### src/rtl/mod_counter_arbiter.sv
// mod_counter_arbiter: round-robin arbiter sharing one mod-M up-counter between requesters
module mod_counter_arbiter #(
    parameter int N_REQ = 4,
    parameter int CNT_W = 4
) (
    input  logic                   clk_i,
    input  logic                   rst_n_i,
    input  logic [N_REQ-1:0]       req_i,
    input  logic [N_REQ*CNT_W-1:0] term_i,
    output logic [N_REQ-1:0]       gnt_o,
    output logic [CNT_W-1:0]       count_o,
    output logic [N_REQ-1:0]       done_o,
    output logic                   busy_o
);
    localparam int IW = $clog2(N_REQ);
    typedef enum logic [1:0] {IDLE, RUN, DONE} state_t;
    state_t state_q, state_d;
    logic [IW-1:0] owner_q, owner_d, ptr_q, ptr_d, pick, nxt;
    logic [CNT_W-1:0] term_q, term_d, count_q, count_d;
    logic [N_REQ-1:0] owner_oh;
    logic found;
    always_comb begin
        pick = '0;
        found = 1'b0;
        for (int i = 0; i < N_REQ; i++) begin
            if (!found && req_i[(int'(ptr_q) + i) % N_REQ]) begin
                found = 1'b1;
                pick = IW'((int'(ptr_q) + i) % N_REQ);
            end
        end
    end
    assign nxt = (int'(owner_q) == N_REQ - 1) ? '0 : owner_q + IW'(1);
    always_comb begin
        state_d = state_q;
        owner_d = owner_q;
        term_d = term_q;
        count_d = count_q;
        ptr_d = ptr_q;
        case (state_q)
            IDLE: if (found) begin
                state_d = RUN;
                owner_d = pick;
                term_d = term_i[int'(pick)*CNT_W +: CNT_W];
                count_d = '0;
            end
            RUN: if (!req_i[owner_q]) begin
                state_d = IDLE;
                count_d = '0;
                ptr_d = nxt;
            end else if (count_q >= term_q) begin
                state_d = DONE;
                count_d = '0;
            end else begin
                count_d = count_q + CNT_W'(1);
            end
            DONE: begin
                state_d = IDLE;
                ptr_d = nxt;
            end
            default: state_d = IDLE;
        endcase
    end
    always_ff @(posedge clk_i or negedge rst_n_i) begin
        if (!rst_n_i) begin
            state_q <= IDLE;
            owner_q <= '0;
            term_q <= '0;
            count_q <= '0;
            ptr_q <= '0;
        end else begin
            state_q <= state_d;
            owner_q <= owner_d;
            term_q <= term_d;
            count_q <= count_d;
            ptr_q <= ptr_d;
        end
    end
    // Outputs decode straight from state so an async reset clears them at once.
    assign owner_oh = {{(N_REQ-1){1'b0}}, 1'b1} << owner_q;
    assign gnt_o = (state_q == RUN) ? owner_oh : '0;
    assign done_o = (state_q == DONE) ? owner_oh : '0;
    assign busy_o = (state_q != IDLE);
    assign count_o = count_q;
endmodule
### config.mk
export PLATFORM = sky130hd
export DESIGN_NAME = mod_counter_arbiter
export DESIGN_NICKNAME = d
export VERILOG_FILES = /design/src/rtl/mod_counter_arbiter.sv
export SDC_FILE = /design/constraint.sdc
export NUM_CORES = 1
export LEC_CHECK = 0
export CAP_MARGIN = 10
export CORE_AREA = 4 4 55 57
export DETAILED_ROUTE_END_ITERATION = 6
export DIE_AREA = 0 0 59 61
export PLACE_DENSITY = 0.76
export RECOVER_POWER = 25
export SLEW_MARGIN = 15
export SYNTH_ARGS = -nofsm -noshare
export SYNTH_HDL_FRONTEND = slang
export SYNTH_SLANG_ARGS = --single-unit
### constraint.sdc
create_clock -name clk_i -period 4.29 [get_ports clk_i]
set_clock_uncertainty 0.15 [all_clocks]
set_input_delay 0.429 -clock clk_i [delete_from_list [all_inputs] [get_ports clk_i]]
set_output_delay 0.429 -clock clk_i [all_outputs]
set_load 0.005 [all_outputs]
# --- Word level (Yosys, flattened, before mapping) ---
# Index checks and enable logic that the tools add are counted.
word_totals:
  reg_bits: 14
  input_bits: 22
  word_cells: 78
op_classes:
  addsub: 5
  n_lt_le_gt_ge: 6
  n_eq_ne: 6
  shift: 2
  n_mux: 34
  bitwise: 3
  reduce_logical: 17
op_table:
  columns: ["op", "count"]
  rows:
  - ["4-bit two-way mux", 5]
  - ["2-bit two-way mux", 9]
  - ["16-bit by 5-bit variable part select with 4-bit output", 1]
  - ["3-bit by 4-bit less-than comparator with 1-bit output, second input constant", 3]
  - ["1-bit two-way mux", 12]
  - ["1-bit binary-select mux with 2-bit select", 5]
  - ["2-bit one-hot mux with 2 select lines", 2]
  - ["4-bit one-hot mux with 2 select lines", 1]
  - ["2-bit AND reduction", 4]
  - ["2-bit by 3-bit less-than comparator with 1-bit output, second input constant", 2]
  - ["2-bit nonzero test", 3]
  - ["2-bit OR reduction", 3]
  - ["2-bit by 1-bit adder with 2-bit output, second input constant", 2]
  - ["2-bit adder, second input constant", 2]
  - ["4-bit by 1-bit adder with 4-bit output, second input constant", 1]
  - ["2-bit by 1-bit equality test with 1-bit output, second input constant", 2]
  - ["4-bit >= comparator", 1]
  - ["2-bit inequality test, second input constant", 2]
  - ["1-bit by 2-bit << shifter with 4-bit output, first input constant", 1]
  - ["1-bit bitwise AND, first input constant", 3]
  - ["1-bit logical AND", 3]
  - ["1-bit logical NOT", 3]
  - ["3-bit inequality test, second input constant", 1]
  - ["2-bit equality test, second input constant", 1]
  - ["2-bit logical NOT", 1]

# --- Logic depth before layout (Yosys ltp) ---
depth:
  word_depth: 16
  ltp_mapped: 7
  depth_no_buf: 7

# --- Worst setup path after synthesis ---
# OpenSTA, ideal clock, no wires.
synth_timing:
  path_type: "reg2reg"
  from: "register ptr_q[1]"
  to: "register term_q[1]"
  t_arrival_ns: 1.650
  t_required_ns: 4.014
  path_slack_ns: 2.364
  path_stages_with_launch: 6
  n_path_buf: 0
  period_less_slack_ns: 1.926
  cell_sequence: "dfrtp_1 -> mux2i_1 -> o22ai_2 -> nor2_2 -> mux2_1 -> a221o_1"
synth_via:
  elab_chain_len: 13
synth_rtl:
  columns: ["item", "line_no", "source"]
  rows:
  - ["start, declared", "18", "logic [IW-1:0] owner_q, owner_d, ptr_q, ptr_d, pick, nxt;"]
  - ["start signal, assigned", "75", "ptr_q <= ptr_d;"]
  - ["2-bit by 1-bit adder with 2-bit output or 1-bit binary-select mux with 2-bit select (tied branches)", "26, 28", null]
  - ["1-bit binary-select mux with 2-bit select or 1-bit two-way mux (tied branches)", "26", "if (!found && req_i[(int'(ptr_q) + i) % N_REQ]) begin"]
  - ["1-bit two-way mux (implied by the code)", "26", null]
  - ["1-bit two-way mux (implied by the code) or 1-bit logical NOT (tied branches)", "26", null]
  - ["1-bit logical AND", "26", null]
  - ["1-bit two-way mux", "26", null]
  - ["1-bit logical NOT", "26", null]
  - ["1-bit logical AND", "26", null]
  - ["1-bit two-way mux", "26", null]
  - ["1-bit logical NOT", "26", null]
  - ["1-bit logical AND", "26", null]
  - ["2-bit two-way mux or 1-bit two-way mux (tied branches)", "26", null]
  - ["16-bit by 5-bit variable part select with 4-bit output or 2-bit AND reduction (tied branches)", null, null]
  - ["end signal, assigned", "73", "term_q <= term_d;"]
  - ["end, declared", "19", "logic [CNT_W-1:0] term_q, term_d, count_q, count_d;"]
# Several ways; a longest one is shown, not always the timed one. The select of a mux whose other input is x is not followed.
# A chain may end at the register's enable or synchronous reset.

# --- Worst setup path after layout ---
layout_timing:
  from: "register state_q[0]"
  to: "output gnt_o[2]"
layout_via:
  elab_chain_len: 2
layout_rtl:
  columns: ["item", "line_no", "source"]
  rows:
  - ["start, declared", "17", "state_t state_q, state_d;"]
  - ["start signal, assigned", "71", "state_q <= state_d;"]
  - ["2-bit by 1-bit equality test with 1-bit output", "80", "assign gnt_o = (state_q == RUN) ? owner_oh : '0;"]
  - ["4-bit two-way mux", "80", null]
  - ["end, declared", "10", "output logic [N_REQ-1:0] gnt_o,"]
# Every way passes these cells.

==> summary.txt <==
Run status
  – Status: complete, no violations

GRT
  – Met3 Usage GRT: under 10%
  – Pin count of the biggest net entering global routing: 15
  – Initial antenna violation count: 0
  – Vias in the first global route: ~990
  – First-pass GRT wire length: approximately 4.3 mm
  – GR met1 Demand/Resource: 17.8%
  – GRT Total Usage: around 16%
  – GRT overflow: 0
  – M2 GR Usage: between 20% and 30%
  – Most Crowded Layer GR: met2

Timing
  – Slew @ Worst Pin: 646 ps
  – Final hold violation count: 0
  – Final period util: 53.6%
  – Min Tclk post-route: about 2300 ps
  – Relative slew slack: 56.8%
  – FMAX: around 430 MHz
  – RSZ-0062 raised after global routing: false
  – # setup viols final: 0
  – Final WS setup: ~2000 ps
  – TNS Setup: 0 ps
  – Fin. max-slew vios: 0

Floorplanning
  – Core region area: between 0.002 and 0.0025 mm^2
  – FP Rows: 18
  – Die height: between 60 and 70 um
  – DIE AREA: 0.00360 mm^2
  – Die Span X: about 59 um
  – # IOs: 35
  – Starting density of the core: between 40 and 50%

Detailed routing
  – Wirelength, routed: 2.43 mm
  – DR pass1 iterations: 4
  – Via density per instance: around 5.3
  – Via count: 964
  – DRT antenna net count: 0
  – Routed WL per cell: around 13 um
  – DR DRC count: 0
  – 1st-iter DRT viols: 4

Logic synthesis
  – Sequential share of the synthesized area: 32.9%
  – Main synth FF type: dfrtp_1
  – Number of synthesized register bits: 14
  – Post-synthesis cell count: approximately 120
  – Synth Cell Area: approximately 0.0011 mm^2
  – Post-synthesis async set-or-reset flop share: between 90% and 100%
  – Mapped Nets: 146
  – Most common cell in the netlist: dfrtp_1
  – Commonest cells post-synth: dfrtp_1, inv_1, and2_1, ha_1, nand2_1
  – Cell variety after synth: 35
  – Post-Syn Area per Cell: just over 9 um^2
  – Post-synth EDFFs: 0
  – Synth top area share: between 30 and 40%
  – Synth Warn #: 0
  – Synth top area cells: dfrtp_1, ha_1, and2_1
  – Synth area leader: dfrtp_1

Place
  – Place WS: around 1700 ps
  – DP HPWL: 2.07 mm
  – GP Congestion: about 0.86
  – DP Area: about 0.0014 mm^2
  – Port Buf Inserts: 34

Layout
  – Core Util, Final: around three fifths
  – Final net count: around 180
  – Diode count: 0
  – Final instance area: around 0.0015 mm^2
  – Layout cells sized above 1: 7.89%
  – Area Growth Syn to Fin: 37.9%
  – Filler Cell Count: 214

CTS
  – Clock-pin transition on the worst setup and hold timing paths: ~90 ps
  – Post-CTS Hold Buffers: 0
  – Worst skew pair latency: 280 ps
  – CTS max path bufs: 2
  – Post_cts resized: 0
  – Clock sinks: 14
  – Post-CTS setup buffer count: 0
  – CTS tree: built
  – H-tree depth: 1
  – Num CTS Buffers: 3
  – Root Buffer: clkbuf_4

Worst setup path
  – Crit Path Class: reg2out
  – Crit-path max FO: 7
  – WP data arrival: 1720 ps
  – Critical Path Sink Type: output port
  – Crit path launch type: register
  – CP required: around 3700 ps

Power and ir drop
  – Leakage power: 0.650 nW
  – Max IR drop VDD: around 0.00031 V
  – PD cells: 511 mW/mm^2

Hold path
  – HP Class: reg2reg

Run
  – Max_cap viols: 0
power breakdown:
part	switching [mW]	internal (mW)	total (mW)
clock	0.0446	0.0516	0.0962
sequential	0.0544	0.184	0.238
combinational	0.199	0.216	0.415
total	0.298	0.451	0.750
logic make-up after synthesis:
group	share of synthesized area (%)
buffers and inverters	5.29
AOI/OAI and AO/OA	25.5
and+or+nand+nor	17.4
muxes	8.23
DFF	32.9
adders and majority gates	10.6
state kept, by name, summed over array words and instances (netlist names):
name,cells
count_o,4
term_q,4
owner_q,2
ptr_q,2
state_q,2
area by class of cell:
cell class	count	area, um^2	area share [%]
multi-input combinational	88	657	44.8
sequential	14	350	23.9
timing repair buffer	34	340	23.2
inverter	12	45.0	3.07
tap	30	37.5	2.56
clock buffer	4	36.3	2.47
per-stage QoR:
| step | std cells | hold WS [ps] | total power, mW |
|---|---|---|---|
| detailed placement | 178 | 347 | 0.663 |
| floorplan | 115 | -16.6 | 0.512 |
| finish | 182 | 368 | 0.750 |
| CTS | 182 | 366 | 0.759 |
| global placement | 178 | 335 | 0.648 |
| global route | 182 | 410 | 0.828 |
routing by layer:
| layer | share of wire (%) | vias up |
|---|---|---|
| met4 | 0.41 | 0 |
| met3 | 6.2 | 2 |
| met5 | 0 | - |
| met1 | 43 | 443 |
| li1 | - | 494 |
| met2 | 50 | 25 |
placed cells by master (no fill, tap or decap), types with 4 or more instances in the layout:
master / n
nand2_1: 9
dfrtp_1: 14
clkdlybuf4s50_1: 33
o21ai_0: 7
o21ai_1: 4
mux2_1: 4
inv_1: 12
nand3_1: 5
and2_1: 9
a211oi_1: 4
a21o_1: 4
ha_1: 9
final timing paths:
path,slack [ps],from,cells after the start,to
setup reg to reg,2170,ptr_q[1]$_DFFE_PN0P_,5,term_q[1]$_DFFE_PN0P_
max in group asynchronous,3120,rst_n_i,1,count_o[1]$_DFFE_PN0P_
setup / recovery,1990,state_q[0]$_DFFE_PN0P_,3,gnt_o[2]
min in group asynchronous,460,rst_n_i,1,count_o[3]$_DFFE_PN0P_
hold / removal,370,term_q[0]$_DFFE_PN0P_,2,term_q[0]$_DFFE_PN0P_
hold reg to reg,370,term_q[0]$_DFFE_PN0P_,2,term_q[0]$_DFFE_PN0P_
critical path, stage by stage, from the launching register on:
cell and delay (ps):
dfrtp_1 400, nor2b_1 360, and2_1 190, clkdlybuf4s50_1 500
(Power assumes the default switching activity.)
